$ cat src/rtl/serial_bit_feeder_if.sv
// Word handshake into the serial bit feeder.
// Producer drives din/din_valid; feeder answers with din_ready.
interface serial_bit_feeder_if #(
  parameter int unsigned WIDTH = 8
) ();
  logic [WIDTH-1:0] din;
  logic             din_valid;
  logic             din_ready;

  modport master (
    output din,
    output din_valid,
    input  din_ready
  );

  modport slave (
    input  din,
    input  din_valid,
    output din_ready
  );
endinterface

$ cat src/rtl/serial_bit_feeder.sv
// Parallel-in, serial-out feeder for the zero-run detector input.
// One-word holding buffer lets consecutive words stream gaplessly.
module serial_bit_feeder #(
  parameter int unsigned WIDTH     = 8,
  parameter bit          MSB_FIRST = 1'b1,
  parameter bit          IDLE_BIT  = 1'b1
) (
  input  logic              clk,
  input  logic              reset,
  serial_bit_feeder_if.slave in_if,
  output logic              x,
  output logic              x_valid,
  output logic              busy
);

  localparam int unsigned CW = (WIDTH > 1) ? $clog2(WIDTH) : 1;
  localparam logic [CW-1:0] CNT_LAST = CW'(WIDTH - 1);

  typedef enum logic {
    IDLE  = 1'b0,
    SHIFT = 1'b1
  } state_e;

  state_e           state_q, state_d;
  logic [CW-1:0]    cnt_q, cnt_d;
  logic [WIDTH-1:0] sreg_q, sreg_d;
  logic [WIDTH-1:0] hold_q, hold_d;
  logic             hold_full_q, hold_full_d;

  logic             ready;
  logic             accept;
  logic             last;
  logic             load;
  logic [WIDTH-1:0] sreg_shifted;

  // Ready is gated by reset so nothing is offered before release.
  assign ready  = reset & ~hold_full_q;
  assign accept = in_if.din_valid & ready;
  assign last   = (state_q == SHIFT) && (cnt_q == CNT_LAST);
  assign load   = (state_q == IDLE) || last;

  assign in_if.din_ready = ready;

  assign sreg_shifted = MSB_FIRST
    ? {sreg_q[WIDTH-2:0], 1'b0}
    : {1'b0, sreg_q[WIDTH-1:1]};

  always_ff @(posedge clk or negedge reset) begin
    if (!reset) begin
      state_q     <= IDLE;
      cnt_q       <= '0;
      sreg_q      <= '0;
      hold_q      <= '0;
      hold_full_q <= 1'b0;
    end else begin
      state_q     <= state_d;
      cnt_q       <= cnt_d;
      sreg_q      <= sreg_d;
      hold_q      <= hold_d;
      hold_full_q <= hold_full_d;
    end
  end

  always_comb begin
    state_d     = state_q;
    cnt_d       = cnt_q;
    sreg_d      = sreg_q;
    hold_d      = hold_q;
    hold_full_d = hold_full_q;
    unique case (1'b1)
      load && hold_full_q: begin
        state_d     = SHIFT;
        cnt_d       = '0;
        sreg_d      = hold_q;
        hold_full_d = 1'b0;
      end
      // A word offered on the last bit goes straight into sreg.
      load && !hold_full_q && accept: begin
        state_d = SHIFT;
        cnt_d   = '0;
        sreg_d  = in_if.din;
      end
      load && !hold_full_q && !accept: begin
        state_d = IDLE;
        cnt_d   = '0;
      end
      default: begin
        cnt_d  = cnt_q + 1'b1;
        sreg_d = sreg_shifted;
        if (accept) begin
          hold_d      = in_if.din;
          hold_full_d = 1'b1;
        end
      end
    endcase
  end

  always_comb begin
    x       = IDLE_BIT;
    x_valid = 1'b0;
    busy    = hold_full_q;
    if (state_q == SHIFT) begin
      x       = MSB_FIRST ? sreg_q[WIDTH-1] : sreg_q[0];
      x_valid = 1'b1;
      busy    = 1'b1;
    end
  end

endmodule

$ cat src/flat_wrapper.sv
// flat-port wrapper written by rule: the top's interface ports become plain ports
module serial_bit_feeder_flat 
#(
  parameter int unsigned WIDTH     = 8,
  parameter bit          MSB_FIRST = 1'b1,
  parameter bit          IDLE_BIT  = 1'b1
)
  (clk, reset, x, x_valid, busy, in_if_din, in_if_din_valid, in_if_din_ready);
  serial_bit_feeder_if #(.WIDTH(WIDTH)) in_if_i ();
  input  logic clk;
  input  logic reset;
  output logic x;
  output logic x_valid;
  output logic busy;
  input wire logic [$bits(in_if_i.din)-1:0] in_if_din;
  input wire logic [$bits(in_if_i.din_valid)-1:0] in_if_din_valid;
  output wire logic [$bits(in_if_i.din_ready)-1:0] in_if_din_ready;
  assign in_if_i.din = in_if_din;
  assign in_if_i.din_valid = in_if_din_valid;
  assign in_if_din_ready = in_if_i.din_ready;
  serial_bit_feeder #(.WIDTH(WIDTH), .MSB_FIRST(MSB_FIRST), .IDLE_BIT(IDLE_BIT)) u_core (.clk(clk), .reset(reset), .in_if(in_if_i), .x(x), .x_valid(x_valid), .busy(busy));
endmodule
$ cat config.mk
export PLATFORM = sky130hd
export DESIGN_NAME = serial_bit_feeder_flat
export DESIGN_NICKNAME = d
export VERILOG_FILES = /design/src/rtl/serial_bit_feeder_if.sv /design/src/rtl/serial_bit_feeder.sv /design/src/flat_wrapper.sv
export SDC_FILE = /design/constraint.sdc
export NUM_CORES = 1
export LEC_CHECK = 0
export BUFFER_PORTS_ARGS = -buffer_cell sky130_fd_sc_hd__buf_2
export CAP_MARGIN = 20
export CORE_MARGIN = 1
export CORE_UTILIZATION = 55
export DETAILED_ROUTE_END_ITERATION = 10
export MAX_ROUTING_LAYER = met4
export PLACE_DENSITY = 0.77
export SLEW_MARGIN = 15
export SYNTH_ARGS = -nofsm -noshare
export SYNTH_HDL_FRONTEND = slang
export SYNTH_SLANG_ARGS = --single-unit
$ cat constraint.sdc
create_clock -name clk -period 2.9 [get_ports clk]
set_clock_uncertainty 0.05 [all_clocks]
set_input_delay 0 -clock clk [delete_from_list [all_inputs] [get_ports clk]]
set_output_delay 0 -clock clk [all_outputs]
set_load 0.01 [all_outputs]
==> run metrics <==
status=complete, no violations; placed inst area=between 0.001 and 0.0015 mm^2; Worst Max-Slew Pin Slew=0.528 ns; met2 global-route usage=between 30% and 40%; Period minus WS final=between 2 and 2.5 ns; Setup WS pre-CTS=just over 0.9 ns; setup ws final=0.870 ns; die area=around 0.0022 mm^2; flops & latches, synth=21; clock sinks=21; hold depth=3; min-delay worst type=in2reg; post-synth top area share=between 40 and 50%; distinct cell type count after synthesis=22; required time worst endpoint=just over 3 ns; grt total ovfl=0; starting DRC count in detailed routing=15; Root Buffer=clkbuf_4; Syn-to-layout area delta=16.1%; GRT Total Usage=~22%; Core Rows=15; post-CTS setup repair buffer count=0; Finished Cell Area=approximately 0.0013 mm^2; core footprint=between 0.0015 and 0.002 mm^2; Setup crit end kind=register; Post-Syn Area=around 0.0011 mm^2; H-tree depth=1; clock buffer depth=2; IO buf count=14; post-detail-place hpwl=about 1400 um; Die Ht=between 40 and 50 um; vias in the first global route=roughly 800; Syn Area/Cell=11.1 um^2; pwr/cell area=slightly below 900 mW/mm^2; first-pass GRT wire length=approximately 3300 um; post-synthesis sequential area ratio=roughly half; register area=between 500 and 600 um^2; largest fanout on the critical path=25; CTS Buf Count=3; Yosys top cell by area=dfrtp_1; WL per Instance=around 14 um; startpoint types=input port; maximum vdd drop=about 450 uV; Fmax=between 400 and 500 MHz; clock transition at the registers of the reported paths=approximately 0.11 ns; drt total wl=around 2000 um; Clk Latency, worst-skew pair=~0.30 ns; Mapped Cells=98; most frequent cells in the layout=dfrtp_1, a221oi_1, buf_2; Pre-Repair DR Iteration Count=4; M3 GR Usage=under 10%; RD Place Congestion=approximately 0.78; unrepaired setup endpoints after global routing=no; endpoints failing setup=0; IO Pins=15; antenna viol nets, final=0; Hold Crit Endpoint=u_core.state_q; Initial Util=slightly above 60%; Total Nets Final=around 130; R2R Setup Slk=approximately 0.89 ns; largest net degree at the start of global routing=26; fin crit share=70.0%; WS Path Type=in2reg; M1 GR Usage=between 20% and 30%; final hold violation count=0; commonest non-fill, non-tap cell in the layout=dfrtp_1; r2r endpoint=u_core.hold_q[1]; worst r2r path cells=3; Vias=just under 800; Inserted Diodes=0; GRT Max-Usage Layer=met2; share of layout cells above drive strength 1=~24%; max_cap viols=0; initial antenna violation count=0; Final TNS setup=0 ns; Worst slew margin=roughly two thirds; fill count=roughly 140; Leakage=a little under 0.6 nW; yosys warns=0; Hold Path Origin=in_if_din_valid; DRC=0; Post-Syn Nets=between 100 and 150; CTS tree=built; Final Max Tran Viols=0; DR vias/cell=5.53; reg2reg start=u_core.hold_full_q; Arr. time, crit path=about 2.2 ns; synth top area cells=dfrtp_1, a221oi_1, mux2_4, a21oi_1, or2b_1; die width=about 47 um; multi-input logic area=between 500 and 600 um^2
## synthesized netlist by cell type (all sizes together)
cell,number
buf,5
dfrtp,21
nor2,9
a221oi,14
nor2b,2
o21ai,1
nand2b,4
a21oi,9
and2,3
nand2,9
inv,1
ha,2
or2b,5
or2,1
mux2,8
and3b,1
mux2i,1
clkbuf,2
## how the worst max path moves through the flow
stage                                  start               end  slack, ns  depth (start not counted)
final                                  reset  u_core.hold_q[1]       0.87                          5
after global placement    u_core.hold_full_q  u_core.hold_q[0]       0.96                          3
after detailed placement  u_core.hold_full_q  u_core.hold_q[1]       0.91                          3
after CTS                              reset  u_core.hold_q[1]       0.85                          5
after global routing                   reset  u_core.hold_q[3]       0.69                          5
after floorplan              u_core.cnt_q[0]  u_core.hold_q[0]       1.17                          7
## kinds of logic after synthesis
family	Yosys count	synth area share, %
and+or+nand+nor	34	16.4
buffers and inverters	8	4.94
AOI/OAI and AO/OA	24	16.2
adders and majority gates	2	2.30
DFF	21	48.2
muxes	9	11.9
## stage by stage
step,power (mW),utilization [%],hold slack [ns],instances
global placement,0.952,64.4,-0.0545,131
finish,1.12,70.9,0.0345,144
global route,1.20,70.9,0.0475,144
floorplan,0.878,-,-0.346,98
detailed placement,0.973,64.4,-0.0517,131
CTS,1.12,70.9,0.0263,144
## timing repair
item | 4_1_cts | 5_1_grt
resized for setup | 0 | 0
hold endpoints to repair | 37 | 0
hold buffers | 9 | 0
## power by group
part,internal (mW),switching (mW)
clock network,0.0535,0.0832
registers,0.420,0.114
logic,0.252,0.193
## metal layers
metal | part of all wire [%] | up-vias
li1 | - | 396
met1 | 47 | 383
met2 | 49 | 15
met3 | 3.0 | 2
met4 | 0.59 | 0
met5 | 0 | -
## critical path: stages
cell	delay, ns
dlygate4sd3_1	0.51
buf_2	0.43
and3b_1	0.57
and2_4	0.34
mux2_4	0.31
## layout make-up
| cell class | count | share of cell area, % |
|---|---|---|
| sequential | 21 | 41.5 |
| timing repair buffer | 24 | 13.3 |
| tap | 25 | 2.47 |
| multi-input combinational | 69 | 40.4 |
| clock buffer | 4 | 2.08 |
| inverter | 1 | 0.297 |
## flip-flops by register name (all words and copies together) (netlist names)
register / cells
u_core.sreg_q: 8
u_core.hold_q: 8
u_core.hold_full_q: 1
u_core.state_q: 1
u_core.cnt_q: 3
Power figures use the tool's default switching activity.
